`src/rtl/disp_scan_ctrl.sv`:
```
// Multiplexed 4-digit 7-segment scan controller with per-slot blanking and PWM brightness.
// Every output is registered from the current state, counters and latched digit data.
module disp_scan_ctrl #(
  parameter int unsigned SCAN_DIV  = 50000,
  parameter int unsigned BLANK_CYC = 500
) (
  input  logic       clk,
  input  logic       rst,
  input  logic       en,
  input  logic [3:0] dig_en,
  input  logic [3:0] bright,
  input  logic [6:0] disp0,
  input  logic [6:0] disp1,
  input  logic [6:0] disp2,
  input  logic [6:0] disp3,
  input  logic [3:0] dp_in,
  output logic [3:0] an,
  output logic [6:0] seg,
  output logic       dp,
  output logic       frame_tick
);

  localparam int unsigned ON_W  = (SCAN_DIV > 1)  ? $clog2(SCAN_DIV)  : 1;
  localparam int unsigned BLK_W = (BLANK_CYC > 1) ? $clog2(BLANK_CYC) : 1;

  localparam logic [1:0] S_IDLE   = 2'd0;
  localparam logic [1:0] S_SELECT = 2'd1;
  localparam logic [1:0] S_BLANK  = 2'd2;
  localparam logic [1:0] S_ON     = 2'd3;

  logic [1:0]       state, state_nxt;
  logic [BLK_W-1:0] blk_cnt, blk_cnt_nxt;
  logic [ON_W-1:0]  on_cnt, on_cnt_nxt;
  logic [3:0]       pwm, pwm_nxt;
  logic [1:0]       idx, idx_nxt;
  logic             first, first_nxt;
  logic [6:0]       hold_seg, hold_seg_nxt;
  logic             hold_dp, hold_dp_nxt;
  logic [3:0]       an_nxt;
  logic [6:0]       seg_nxt;
  logic             dp_nxt;
  logic             frame_tick_nxt;

  logic [1:0]       sel_base;
  logic [1:0]       cand;
  logic [1:0]       pick;
  logic [6:0]       pick_seg;
  logic             pick_dp;
  logic             abort;

  // Next enabled digit after the current one (or from digit 0 on a fresh start), wrapping.
  always_comb begin
    sel_base = first ? 2'd0 : idx + 2'd1;
    pick     = sel_base;
    cand     = sel_base;
    for (int k = 3; k >= 0; k--) begin
      cand = sel_base + 2'(k);
      if (dig_en[cand]) pick = cand;
    end
  end

  always_comb begin
    pick_seg = disp0;
    case (pick)
      2'd0:    pick_seg = disp0;
      2'd1:    pick_seg = disp1;
      2'd2:    pick_seg = disp2;
      default: pick_seg = disp3;
    endcase
    pick_dp = dp_in[pick];
  end

  assign abort = !en || (dig_en == 4'd0);

  always_comb begin
    state_nxt      = state;
    blk_cnt_nxt    = blk_cnt;
    on_cnt_nxt     = on_cnt;
    pwm_nxt        = pwm;
    idx_nxt        = idx;
    first_nxt      = first;
    hold_seg_nxt   = hold_seg;
    hold_dp_nxt    = hold_dp;
    an_nxt         = 4'hF;
    seg_nxt        = 7'h7F;
    dp_nxt         = 1'b1;
    frame_tick_nxt = 1'b0;

    case (state)
      S_IDLE: begin
        first_nxt = 1'b1;
        state_nxt = S_SELECT;
      end
      S_SELECT: begin
        idx_nxt        = pick;
        hold_seg_nxt   = pick_seg;
        hold_dp_nxt    = pick_dp;
        frame_tick_nxt = first || (pick <= idx);
        first_nxt      = 1'b0;
        blk_cnt_nxt    = '0;
        state_nxt      = S_BLANK;
      end
      S_BLANK: begin
        if (blk_cnt == BLK_W'(BLANK_CYC - 1)) begin
          on_cnt_nxt = '0;
          pwm_nxt    = 4'd0;
          state_nxt  = S_ON;
        end else begin
          blk_cnt_nxt = blk_cnt + BLK_W'(1);
        end
      end
      default: begin
        pwm_nxt = pwm + 4'd1;
        if (pwm < bright) begin
          an_nxt  = ~(4'b0001 << idx);
          seg_nxt = hold_seg;
          dp_nxt  = hold_dp;
        end
        if (on_cnt == ON_W'(SCAN_DIV - 1)) begin
          state_nxt = S_SELECT;
        end else begin
          on_cnt_nxt = on_cnt + ON_W'(1);
        end
      end
    endcase

    // Losing enable or all digits drops to IDLE; the next scan restarts at digit 0.
    if (abort) begin
      state_nxt      = S_IDLE;
      first_nxt      = 1'b1;
      frame_tick_nxt = 1'b0;
    end
  end

  always_ff @(posedge clk or posedge rst) begin
    if (rst) begin
      state      <= S_IDLE;
      blk_cnt    <= '0;
      on_cnt     <= '0;
      pwm        <= 4'd0;
      idx        <= 2'd0;
      first      <= 1'b1;
      hold_seg   <= 7'h7F;
      hold_dp    <= 1'b1;
      an         <= 4'hF;
      seg        <= 7'h7F;
      dp         <= 1'b1;
      frame_tick <= 1'b0;
    end else begin
      state      <= state_nxt;
      blk_cnt    <= blk_cnt_nxt;
      on_cnt     <= on_cnt_nxt;
      pwm        <= pwm_nxt;
      idx        <= idx_nxt;
      first      <= first_nxt;
      hold_seg   <= hold_seg_nxt;
      hold_dp    <= hold_dp_nxt;
      an         <= an_nxt;
      seg        <= seg_nxt;
      dp         <= dp_nxt;
      frame_tick <= frame_tick_nxt;
    end
  end

endmodule

```
`config.mk`:
```
export PLATFORM = sky130hd
export DESIGN_NAME = disp_scan_ctrl
export DESIGN_NICKNAME = d
export VERILOG_FILES = /design/src/rtl/disp_scan_ctrl.sv
export SDC_FILE = /design/constraint.sdc
export NUM_CORES = 1
export LEC_CHECK = 0
export CORE_MARGIN = 2
export CORE_UTILIZATION = 49
export CTS_CLUSTER_DIAMETER = 80
export CTS_CLUSTER_SIZE = 28
export DETAILED_ROUTE_END_ITERATION = 12
export PLACE_DENSITY = 0.76
export SETUP_SLACK_MARGIN = 0.1
export SYNTH_ARGS = -nofsm -noshare
export SYNTH_HDL_FRONTEND = slang
export SYNTH_SLANG_ARGS = --single-unit
export TNS_END_PERCENT = 20
```
`constraint.sdc`:
```
create_clock -name clk -period 3.36 [get_ports clk]
set_input_delay 0.84 -clock clk [delete_from_list [all_inputs] [get_ports clk]]
set_output_delay 0.84 -clock clk [all_outputs]
set_load 0.01 [all_outputs]
```
# [After elaboration in Yosys (flattened, before gate mapping)]
# Cells that the tools add are included.
[totals] ff_bits=55 latch_bits=0 ram_bits=0 mem_bits_ro=0 output_inout_bits=13 wordCells=91 mem_count=0
[op_classes] n_addsub=7 mul=0 n_div=0 order_cmp=7 eq_ne=10 shift=1 n_mux=37 bitwise=2 reduce_logical=15
[ops] operator="$mux W16" count=2
[ops] operator="$pmux W16 S2" count=1
[ops] operator="$pmux W7 S3" count=1
[ops] operator="$pmux W9 S2" count=1
[ops] operator="$add A16 B1 Y16 const B" count=1
[ops] operator="$eq A16 B16 Y1 const B" count=1
[ops] operator="$mux W2" count=8
[ops] operator="$lt A2 B3 Y1 const B" count=5
[ops] operator="$mux W7" count=2
[ops] operator="$mux W4" count=3
[ops] operator="$bmux W1 S2" count=5
[ops] operator="$mux W1" count=10
[ops] operator="$add A9 B1 Y9 const B" count=1
[ops] operator="$eq A9 B9 Y1 const B" count=1
[ops] operator="$mux W9" count=1
[ops] operator="$pmux W4 S2" count=1
[ops] operator="$pmux W2 S3" count=1
[ops] operator="$reduce_and A2 Y1" count=3
[ops] operator="$reduce_bool A5 Y1" count=1
[ops] operator="$add A2 B1 Y2 const B" count=2
[ops] operator="$add A2 B2 Y2 const B" count=2
[ops] operator="$add A4 B1 Y4 const B" count=1
[ops] operator="$eq A2 B1 Y1 const B" count=2
[ops] operator="$eq A2 B2 Y1 const B" count=2
[ops] operator="18 further kinds" count=21

# [Longest topological paths before layout]
[depth] depth_word=13 ltp_mapped=12 depth_no_buf=10

# [Worst setup path after synthesis]
# Ideal clock, no wire load.
[synth_timing] path_type="reg2reg" startpoint="register idx[0]" endpoint="register frame_tick" setup_time_ns=0.120 t_arrival_ns=2.560 t_required_ns=3.240 setup_slack_ns=0.681 path_stages_with_launch=13 path_buffers=2 period_less_slack_ns=2.679 cell_sequence="dfrtp_1 -> inv_1 -> ha_1 -> or4b_1 -> o21ai_0 -> nand3_1 -> o21ai_1 -> buf_4 -> buf_6 -> ha_1 -> a21oi_1 -> o21ai_0 -> and3_1"
[synth_between] elab_chain_cells=13
[synth_lines] item="start: declaration" line_no="35" source="logic [1:0] idx, idx_nxt;"
[synth_lines] item="start signal: assignment" line_no="154" source="idx <= idx_nxt;"
[synth_lines] item="$add A2 B1 Y2 *" line_no="53" source="sel_base = first ? 2'd0 : idx + 2'd1;"
[synth_lines] item="$mux W2 *" line_no="53"
[synth_lines] item="$add A2 B2 Y2" line_no="57" source="cand = sel_base + 2'(k);"
[synth_lines] item="$bmux W1 S2" line_no="58" source="if (dig_en[cand]) pick = cand;"
[synth_lines] item="$mux W1 (not written as such)" line_no="58"
[synth_lines] item="$mux W2 (3 in series)" line_no="58"
[synth_lines] item="$mux W2 *" line_no="58"
[synth_lines] item="via pick[1]" line_no="46" source="logic [1:0] pick;"
[synth_lines] item="$le A2 B2 Y1 *" line_no="98" source="frame_tick_nxt = first || (pick <= idx);"
[synth_lines] item="$logic_or A1 B1 Y1 *" line_no="98"
[synth_lines] item="$mux W1 *" line_no="89" source="case (state)"
[synth_lines] item="$mux W1 *" line_no="128" source="if (abort) begin"
[synth_lines] item="via frame_tick_nxt" line_no="42" source="logic frame_tick_nxt;"
[synth_lines] item="end signal: assignment" line_no="161" source="frame_tick <= frame_tick_nxt;"
[synth_lines] item="end: declaration" line_no="20" source="output logic frame_tick"
# The timed path passes the listed nets; every way through them passes the cells marked *. The select of a mux whose other input is x is not followed.
# A chain may end at the register's enable or synchronous reset.

# [Final worst setup path]
[layout_timing] startpoint="input dig_en[1]" endpoint="register frame_tick"
[layout_between] elab_chain_cells=10
[layout_lines] item="start: declaration" line_no="10" source="input logic [3:0] dig_en,"
[layout_lines] item="$bmux W1 S2" line_no="58"
[layout_lines] item="$mux W1 (not written as such)" line_no="58"
[layout_lines] item="$mux W2 (4 in series)" line_no="58"
[layout_lines] item="$le A2 B2 Y1" line_no="98"
[layout_lines] item="$logic_or A1 B1 Y1" line_no="98"
[layout_lines] item="$mux W1" line_no="89"
[layout_lines] item="$mux W1 *" line_no="128"
[layout_lines] item="via frame_tick_nxt" line_no="42"
# Marks and branches as above.

==> results.md <==
- # port buffers: 55
- Clock-pin slew on the worst setup and hold paths: 100 ps
- Die width: 84.12 um
- Synth cell types: between 50 and 60
- Worst slew margin: ~60%
- Setup TNS: 0 ps
- Final ANT Viol Nets: 0
- Worst slew pin tran: 597.6 ps
- CTS tree: yes
- Via-to-Cell Ratio: between 5 and 6
- Clk_skew: between 4 and 5 ps
- Initial Utilization: around half
- Worst min path class: flip-flop to flip-flop
- Critical Path, Cell by Cell: clkdlybuf4s50_1 > nand2b_1 > or3_1 > and4_1 > nor2_1 > ha_1 > a21oi_1 > o21ai_0 > and3_1
- Run status: finished clean
- Sequential fraction of the synthesis area: 44.59%
- CP Class: input pin to flip-flop
- First-pass GRT wire length: 11250 um
- Synthesized area: 3146 um^2
- Minimum clock period after layout: 2729 ps
- Inserted Clock Buffers: 5
- RSZ-0062 raised after global routing: false
- R2R Setup Slk: approximately 800 ps
- DP Wirelength: 4796 um
- Sum of buffers and inverters on the critical path: 1
- Total core area: 6277 um^2
- Max Cap Violations: 0
- Tcrit/Tclk final: around four fifths
- Total Power: 2.418 mW
- LEAKAGE: between 1.5 and 2 nW
- Total wire length: about 6500 um
- CP max FO: 8
- Critical Path RT: between 3000 and 4000 ps
- Commonest non-fill, non-tap cell in the layout: clkdlybuf4s50_1
- Cells after synthesis: 310
- GPL Wtd Cong: 0.8148
- Hold Fails Final Rpt: 0
- Hold_buf cts: 0
- Die H: 84.12 um
- Worst skew pair latency: 310 ps
- Setup crit end kind: flip-flop
- Post-CTS sizing: 0
- Diodes inserted: 0
- Core Rows: 29
- Arr. time, crit path: 2930 ps
- Max incr delay on CP: 600 ps
- Yosys warning total: 0
- Pwr Density: 623.4 nW/um^2
- Routed len/inst: 14.60 um
- GRT Total Usage: 19.55%
- Total gr overflow: 0
- DRT Pass-1 Iters: 4
- Full die area: ~7100 um^2
- Nets@finish: approximately 430
- First DRT Iteration DRCs: 132
- Post-synth EDFFs: 0
- Via count: between 2000 and 2500
- Max VDD drop: approximately 360 uV
- Post-route core utilization: 61.79%
- Final setup vio count: 0
- Max-slew violation count: 0
- Slowest cell on crit path: clkdlybuf4s50_1
- Synth Area per Inst: 10.15 um^2
- Commonest non-fill, non-tap cells in the layout: clkdlybuf4s50_1 (55), dfrtp_1 (34), nand2_1 (23), nor2_1 (23), o21ai_0 (22)
- CP startpoint kind: input pin
- Ports: 56
- Post-synth net total: between 300 and 400
- Initial antenna violation count: 0
- Clock Tree Root: clkbuf_8
- Max Clk Rate: between 300 and 400 MHz
- Ys async rst share: 100.0%
- # DRC: 0
- Bufs on Longest Clock Path: 2
- Vias in the first global route: about 2400
- Layout cell share with drive strength beyond 1: 12.77%
- Largest net degree at the start of global routing: 30
- Main synth FF type: dfrtp_1
- H-Tree Level Count: 2
- Largest delay share family, worst path: simple AND/OR/NAND/NOR gates
- Clock sink count: 55
- Number of post-CTS setup repair buffers: 0
- Yosys reg bits: 55
- Area growth from synthesis to layout: 23.31%
[where the power goes]
part           total [mW]  switching [mW]  internal (mW)  leakage [nW]
Combinational        1.05           0.578          0.476         0.904
Clock               0.392           0.223          0.169        0.0474
Sequential          0.972           0.121          0.851         0.666
Total                2.42           0.922           1.50          1.62
[metrics by stage]
| step | cell area, um^2 | hold WS, ps | setup WS (ps) | cells |
|---|---|---|---|---|
| final | 3879 | 500.4 | 631.0 | 445 |
| after global routing | 3879 | 516.1 | 473.4 | 445 |
| after CTS | 3879 | 502.5 | 621.6 | 445 |
| after detailed placement | 3780 | 487.3 | 292.9 | 437 |
| after global placement | 3780 | 482.8 | 382.1 | 437 |
| after floorplan | 3146 | 476.8 | 680.7 | 310 |
[area by class of cell]
cell class / instances / area (um^2)
fillers: 521 / 2399
multi-input cells: 235 / 1647
flip-flops and latches: 55 / 1403
repair buffers: 59 / 593.1
well taps: 77 / 96.34
clock buffers: 6 / 82.58
inverters: 11 / 41.29
clock inverters: 2 / 16.27
[state kept, by name, indices dropped and copies added (netlist names)]
register,flops
on_cnt,16
blk_cnt,9
hold_seg,7
seg,7
an,4
pwm,4
idx,2
state,2
dp,1
first,1
frame_tick,1
hold_dp,1
[layer usage]
layer	global-route usage, %	share of wire [%]	vias to the layer above
met5	0	0	-
met2	31.17	48	48
met1	27.14	47	1144
met3	3.660	3.2	10
li1	-	-	1224
met4	6.158	1.6	0
[cell families after synthesis]
kind of cell	share of synthesized area, %
AND/OR/NAND/NOR	22.55
AO/OA/AOI/OAI	12.61
flip-flops	44.59
buffers and inverters	3.182
multiplexers	6.404
adder cells (fa/ha/maj)	6.762
XOR/XNOR	3.898
[synth_stat cells, drive strengths merged (2+ instances only)]
master | number | area share (%)
xnor2 | 2 | 0.56
nand2b | 21 | 4.2
dfrtp | 34 | 27
and3 | 7 | 1.5
buf | 3 | 0.84
nand2 | 24 | 3.1
clkbuf | 6 | 1.0
and2 | 2 | 0.40
a21oi | 11 | 1.8
dfstp | 21 | 18
ha | 17 | 6.8
nor2 | 23 | 2.7
mux2i | 19 | 6.0
o41a | 2 | 0.76
nand4 | 8 | 2.1
nor4bb | 2 | 0.64
nor4 | 2 | 0.60
nor3 | 6 | 0.95
a21o | 2 | 0.48
nand3 | 11 | 1.8
and4 | 3 | 0.88
or3 | 3 | 0.64
o21ai | 24 | 3.8
inv | 11 | 1.3
xor2 | 12 | 3.3
nor2b | 9 | 1.8
o221ai | 7 | 1.9
[path summary, 6_finish.rpt]
path                            cells past startpoint                      end                     from
worst max-delay path                                9     frame_tick$_DFF_PP0_                dig_en[1]
worst max register to register                     10     frame_tick$_DFF_PP0_       idx[1]$_DFFE_PP0P_
worst min-delay path                                1         seg[0]$_DFF_PP1_  hold_seg[0]$_DFFE_PP1P_
worst min register to register                      1         seg[0]$_DFF_PP1_  hold_seg[0]$_DFFE_PP1P_
max in group asynchronous                           3  hold_seg[0]$_DFFE_PP1P_                      rst
min in group asynchronous                           2   blk_cnt[6]$_DFFE_PP0P_                      rst
Power figures use the tool's default switching activity.
